==> config.mk <==
export PLATFORM = sky130hd
export DESIGN_NAME = elevator_scheduler
export DESIGN_NICKNAME = d
export VERILOG_FILES = /design/src/rtl/elevator_pkg.sv /design/src/rtl/elevator_door_timer.sv /design/src/rtl/elevator_scheduler.sv
export SDC_FILE = /design/constraint.sdc
export NUM_CORES = 1
export LEC_CHECK = 0
export ABC_AREA = 0
export BUFFER_PORTS_ARGS = -buffer_cell sky130_fd_sc_hd__buf_2
export CORE_MARGIN = 1.5
export CORE_UTILIZATION = 50
export DETAILED_ROUTE_END_ITERATION = 10
export PLACE_DENSITY = 0.79
export SLEW_MARGIN = 20
export SYNTH_ARGS = -nofsm -noshare
export SYNTH_HDL_FRONTEND = slang
export SYNTH_SLANG_ARGS = --single-unit
==> constraint.sdc <==
create_clock -name clk -period 6.9 [get_ports clk]
set_input_delay 1.38 -clock clk [delete_from_list [all_inputs] [get_ports clk]]
set_output_delay 1.38 -clock clk [all_outputs]
set_load 0.01 [all_outputs]
==> src/rtl/elevator_pkg.sv <==
`default_nettype none
// ============================================================================
// Module   : elevator_pkg
// Brief    : Controller FSM state encodings shared by the controller and the
//            request scheduler.
// Revision : 1.0 - initial release
// ============================================================================
package elevator_pkg;

  typedef enum logic [1:0] {
    IDLE      = 2'b00,
    MOVE_UP   = 2'b01,
    MOVE_DOWN = 2'b10,
    DOOR_OPEN = 2'b11
  } fsm_state_e;

endpackage
`default_nettype wire

==> src/rtl/elevator_door_timer.sv <==
`default_nettype none
// ============================================================================
// Module   : elevator_door_timer
// Brief    : Counts door-open cycles and emits a single-cycle T pulse when the
//            door has been open for DOOR_CYCLES cycles.
// Revision : 1.0 - initial release
// ============================================================================
module elevator_door_timer #(
  parameter int DOOR_CYCLES = 16
) (
  input  logic clk,
  input  logic reset_n,
  input  logic en,
  input  logic restart,
  output logic T
);

  localparam int CNT_W = $clog2(DOOR_CYCLES);
  localparam logic [CNT_W-1:0] LAST_CNT = CNT_W'(DOOR_CYCLES - 1);

  logic [CNT_W-1:0] cnt_q, cnt_d;
  logic             fired_q, fired_d;
  logic             t_q, t_d;

  // Next count: cleared outside the door state, re-armed by a hall call at
  // the open floor, otherwise counts up to the last value and holds there.
  always_comb begin
    cnt_d   = cnt_q;
    fired_d = fired_q;
    t_d     = 1'b0;
    if (!en) begin
      cnt_d   = '0;
      fired_d = 1'b0;
    end else if (restart) begin
      // The restart cycle itself is count 0 of the new window, so the
      // register already holds 1 on the following cycle.
      cnt_d   = CNT_W'(1);
      fired_d = 1'b0;
    end else if (cnt_q == LAST_CNT) begin
      t_d     = ~fired_q;
      fired_d = 1'b1;
    end else begin
      cnt_d = cnt_q + CNT_W'(1);
    end
  end

  // Counter, one-shot guard and registered T pulse.
  always_ff @(posedge clk or negedge reset_n) begin
    if (!reset_n) begin
      cnt_q   <= '0;
      fired_q <= 1'b0;
      t_q     <= 1'b0;
    end else begin
      cnt_q   <= cnt_d;
      fired_q <= fired_d;
      t_q     <= t_d;
    end
  end

  assign T = t_q;

endmodule
`default_nettype wire

==> src/rtl/elevator_scheduler.sv <==
`default_nettype none
// ============================================================================
// Module   : elevator_scheduler
// Brief    : SCAN request scheduler: latches floor calls, tracks the car
//            position and drives UP/DOWN/EQ/T into the controller FSM.
// Revision : 1.0 - initial release
// ============================================================================
module elevator_scheduler
  import elevator_pkg::*;
#(
  parameter int N_FLOORS    = 8,
  parameter int FLOOR_W     = 3,
  parameter int DOOR_CYCLES = 16
) (
  input  logic                clk,
  input  logic                reset_n,
  input  logic [N_FLOORS-1:0] call_req,
  input  logic                floor_arrive,
  input  logic [1:0]          fsm_state,
  output logic                UP,
  output logic                DOWN,
  output logic                EQ,
  output logic                T,
  output logic [FLOOR_W-1:0]  cur_floor,
  output logic [N_FLOORS-1:0] pending,
  output logic                dir_up,
  output logic                fault
);

  localparam logic [FLOOR_W-1:0] TOP_FLOOR = FLOOR_W'(N_FLOORS - 1);

  fsm_state_e          st;
  logic [N_FLOORS-1:0] pending_q, pending_d;
  logic [FLOOR_W-1:0]  cur_floor_q, cur_floor_d;
  logic                dir_up_q, dir_up_d;
  logic                fault_q, fault_d;
  logic                up_q, up_d;
  logic                down_q, down_d;
  logic                eq_q, eq_d;
  logic                above, below;
  logic                door_en, door_restart;

  assign st = fsm_state_e'(fsm_state);

  // Floor position from crossing pulses; bad pulses saturate and flag a fault.
  always_comb begin
    cur_floor_d = cur_floor_q;
    fault_d     = fault_q;
    if (floor_arrive) begin
      case (st)
        MOVE_UP: begin
          if (cur_floor_q == TOP_FLOOR) fault_d = 1'b1;
          else                          cur_floor_d = cur_floor_q + FLOOR_W'(1);
        end
        MOVE_DOWN: begin
          if (cur_floor_q == '0) fault_d = 1'b1;
          else                   cur_floor_d = cur_floor_q - FLOOR_W'(1);
        end
        default: fault_d = 1'b1;
      endcase
    end
  end

  // Call latch; while stopped the current floor is served, so its bit is
  // cleared and a same-cycle call there is absorbed.
  always_comb begin
    pending_d = pending_q | call_req;
    if (st == IDLE || st == DOOR_OPEN) pending_d[cur_floor_q] = 1'b0;
  end

  // Outstanding work strictly above / below the car's next position.
  always_comb begin
    above = 1'b0;
    below = 1'b0;
    for (int i = 0; i < N_FLOORS; i++) begin
      if (FLOOR_W'(i) > cur_floor_d) above = above | pending_d[i];
      if (FLOOR_W'(i) < cur_floor_d) below = below | pending_d[i];
    end
  end

  // SCAN direction choice while idle, and stop requests while moving.
  always_comb begin
    up_d     = 1'b0;
    down_d   = 1'b0;
    eq_d     = 1'b0;
    dir_up_d = dir_up_q;
    case (st)
      IDLE: begin
        if (above && (dir_up_q || !below)) begin
          up_d     = 1'b1;
          dir_up_d = 1'b1;
        end else if (below) begin
          down_d   = 1'b1;
          dir_up_d = 1'b0;
        end
      end
      MOVE_UP:   eq_d = pending_d[cur_floor_d] | ~above;
      MOVE_DOWN: eq_d = pending_d[cur_floor_d] | ~below;
      default:   eq_d = 1'b0;
    endcase
  end

  // Scheduler state and registered command outputs.
  always_ff @(posedge clk or negedge reset_n) begin
    if (!reset_n) begin
      pending_q   <= '0;
      cur_floor_q <= '0;
      dir_up_q    <= 1'b1;
      fault_q     <= 1'b0;
      up_q        <= 1'b0;
      down_q      <= 1'b0;
      eq_q        <= 1'b0;
    end else begin
      pending_q   <= pending_d;
      cur_floor_q <= cur_floor_d;
      dir_up_q    <= dir_up_d;
      fault_q     <= fault_d;
      up_q        <= up_d;
      down_q      <= down_d;
      eq_q        <= eq_d;
    end
  end

  assign door_en      = (st == DOOR_OPEN);
  assign door_restart = door_en & call_req[cur_floor_q];

  elevator_door_timer #(
    .DOOR_CYCLES (DOOR_CYCLES)
  ) u_door_timer (
    .clk     (clk),
    .reset_n (reset_n),
    .en      (door_en),
    .restart (door_restart),
    .T       (T)
  );

  assign UP        = up_q;
  assign DOWN      = down_q;
  assign EQ        = eq_q;
  assign cur_floor = cur_floor_q;
  assign pending   = pending_q;
  assign dir_up    = dir_up_q;
  assign fault     = fault_q;

endmodule
`default_nettype wire

==> flow_summary.toml <==
[status]
run_status = "complete, no violations"

[clocking]
cts_buffers = 3
ctsLongestPathBuffers = 2
worstSkewPairLatency_ps = 330
cts_tree = "yes"
postCtsSetupRepairBufs = 0
ctsHoldBuffers = 0
clk_transition_reported_paths_ps = 120
numClockSinks = 22
clk_root_buffer_cell = "sky130_fd_sc_hd__clkbuf_4"
h_tree_lvl_count = 1
ctsResizeCount = 0

[hold_path]
worstHoldPathType = "reg2reg"
hold_path.startpoint = "u_door_timer.fired_q"

[layout]
flow.area_growth_from_synthesis_pct = 12.0
finalNetCount = 199
final_design_area_no_fill_mm2 = 0.00172
post_layout_util_pct = 60.9
stdcell_count = 208
final_layout_size_suffix_gt1_share_pct = 30.5
diodes = 0

[synth]
async_flop_share_pct = 100
synth_cell_types = 58
largest_area_contributor_in_the_netlist = "sky130_fd_sc_hd__dfrtp_1"
sequential_cell_area_fraction_in_the_yosys_report_pct = 35.9
proportion_of_netlist_area_held_by_the_largest_area_contributor_pct = 34.1
synth_top_flop_cell = "sky130_fd_sc_hd__dfrtp_1"
ys_ff_latch = 22
yosys-top-cells-count = "sky130_fd_sc_hd__dfrtp_1 (21), sky130_fd_sc_hd__nor2_1 (17), sky130_fd_sc_hd__inv_1 (11)"
avgSynthCellArea_um2 = 10.3
mappedNetlistNets = 171
mappedNetlistArea_mm2 = 0.00154
ys_warn_count = 0
yosys-top-cells-area = "sky130_fd_sc_hd__dfrtp_1 (34%), sky130_fd_sc_hd__ha_1 (6.5%), sky130_fd_sc_hd__nor2_1 (4.1%)"
synth.most_common_cell = "sky130_fd_sc_hd__dfrtp_1"
instance_count_of_the_mapped_netlist = 150
synth_enable_flop_cells = 0

[floorplan]
floorplan.initialDensity_pct = 54.4
site_rows = 19
floorplan.io_pins = 30
floorplan.die_area_mm2 = 0.00342
fp.coreArea_mm2 = 0.00283
die_span_in_x_um = 58.5
die-height_um = 58.5

[placement]
dp_hpwl_um = 2890
postPlaceCellArea_mm2 = 0.00167
gpl.final_weighted_congestion = 0.978
number_of_instances_in_the_placed_design = 204
placement.io_buffers = 29

[power]
peakVddDrop_mv = 0.181
power_leakage_nw = 0.752
fin_total_pwr_uw = 587
power.density_cell_area_mw_per_mm2 = 341

[critical_path]
critical_path.endpoint_type = "register"
worst_path_arrival_time_ps = 3770
worstReg2RegStart = "cur_floor[0]"
setup.worst_path.start_class = "input port"
worst_path_required_ps = 7120
path_max_fanout = 12
crit_path_start = "fsm_state[1]"
worstSetupPathType = "in2reg"

[timing]
clock.fmax_ghz = 0.282
tightestPinTransition_ps = 512
finalCritPeriodShare_pct = 51.4
timing.final.max_slew_violations = 0
fin_skew_ps = 15.8
max_slew_margin_pct = 65.8
setup_violations = 0
hold_viol_final = 0
finalWorstPathRequiredPeriod_ps = 3550
setup_tns_final_ps = 0
rsz0062_at_grt = "false"

[detailed_routing]
vias = 1389
final_antenna_net_count = 0
avgViaCountPerCell = 6.68
drt-initial-drc-count = 102
route.detailed.wl_per_inst_um = 18.2
detail_route.drc_violations = 0
drt_first_pass_iters = 4
routed_wl_um = 3790

[global_routing]
maximum_number_of_pins_on_one_net_before_global_route_repair = 23
antenna_found_initial = 0
gr-total-overflow = 0
via_count_of_the_first_global_routing_pass = 1322
grt_util_all_layers_pct = 24.3
grt_pass1_wl_um = 6220

[job]
maxCapViolations = 0
[worst max-delay path: stages]
cell,delay (ps)
sky130_fd_sc_hd__buf_2,110
sky130_fd_sc_hd__inv_1,60
sky130_fd_sc_hd__ha_1,510
sky130_fd_sc_hd__and2_0,380
sky130_fd_sc_hd__a31o_1,390
sky130_fd_sc_hd__and2_4,240
sky130_fd_sc_hd__inv_2,60
sky130_fd_sc_hd__a311oi_2,340
sky130_fd_sc_hd__o21ai_2,130
sky130_fd_sc_hd__and3_1,180
[state kept, by name, indices dropped and copies added (netlist names)]
register / cells
DOWN: 1
EQ: 1
UP: 1
cur_floor: 3
dir_up: 1
fault: 1
pending: 8
u_door_timer.T: 1
u_door_timer.cnt_q: 4
u_door_timer.fired_q: 1
[cells by family after synthesis]
kind of cell	synth area share, %
AND/OR/NAND/NOR	21.8
AO/OA/AOI/OAI	24.8
buffers and inverters	6.26
multiplexers	4.23
XOR/XNOR	0.569
flip-flops	35.9
adder cells (fa/ha/maj)	6.50
[path summary, 6_finish.rpt]
check                            endpoint  slack, ps  depth (start not counted)
setup / recovery                     DOWN       3350                         10
min in group asynchronous      pending[2]        990                          1
setup reg to reg                     DOWN       4030                          9
hold reg to reg            u_door_timer.T        450                          1
max in group asynchronous          dir_up       5520                          1
hold / removal             u_door_timer.T        450                          1
[report_power, final]
group          internal, mW  switching [mW]
sequential            0.151          0.0352
combinational         0.122           0.176
clock                0.0588          0.0448
total                 0.332           0.256
[stage by stage]
stage                     setup WS, ps  hold WS (ps)
after detailed placement          3030           436
after CTS                         3390           454
after floorplan                   3560           412
after global routing              3200           469
after global placement            3180           430
final                             3350           450
[final cells by class]
type                       instances  area, um2
clock inverter                     1       30.0
sequential                        22        552
fill                             248       1100
clock buffer                       3       22.5
timing repair buffer              29        145
inverter                          12       45.0
tap                               31       38.8
multi-input combinational        110        891
[layer usage]
metal  up-vias  global-route usage [%]  wire length (um)
li1        622                       -                 -
met1       682                    31.7              1510
met2        67                    37.9              1870
met3        18                    5.93               296
met4         0                    12.0               113
met5         -                       0                 0
[cell usage in the layout (no fill, tap or decap), types with 4 or more instances in the layout]
master / synthesis / layout
sky130_fd_sc_hd__buf_2: 2 / 29
sky130_fd_sc_hd__ha_1: 8 / 8
sky130_fd_sc_hd__nand2_1: 4 / 4
sky130_fd_sc_hd__nor2_1: 17 / 17
sky130_fd_sc_hd__inv_1: 11 / 11
sky130_fd_sc_hd__nor3_1: 4 / 4
sky130_fd_sc_hd__nand3_1: 8 / 8
sky130_fd_sc_hd__o211ai_1: 4 / 4
sky130_fd_sc_hd__dfrtp_1: 21 / 21
Power figures use the tool's default switching activity.
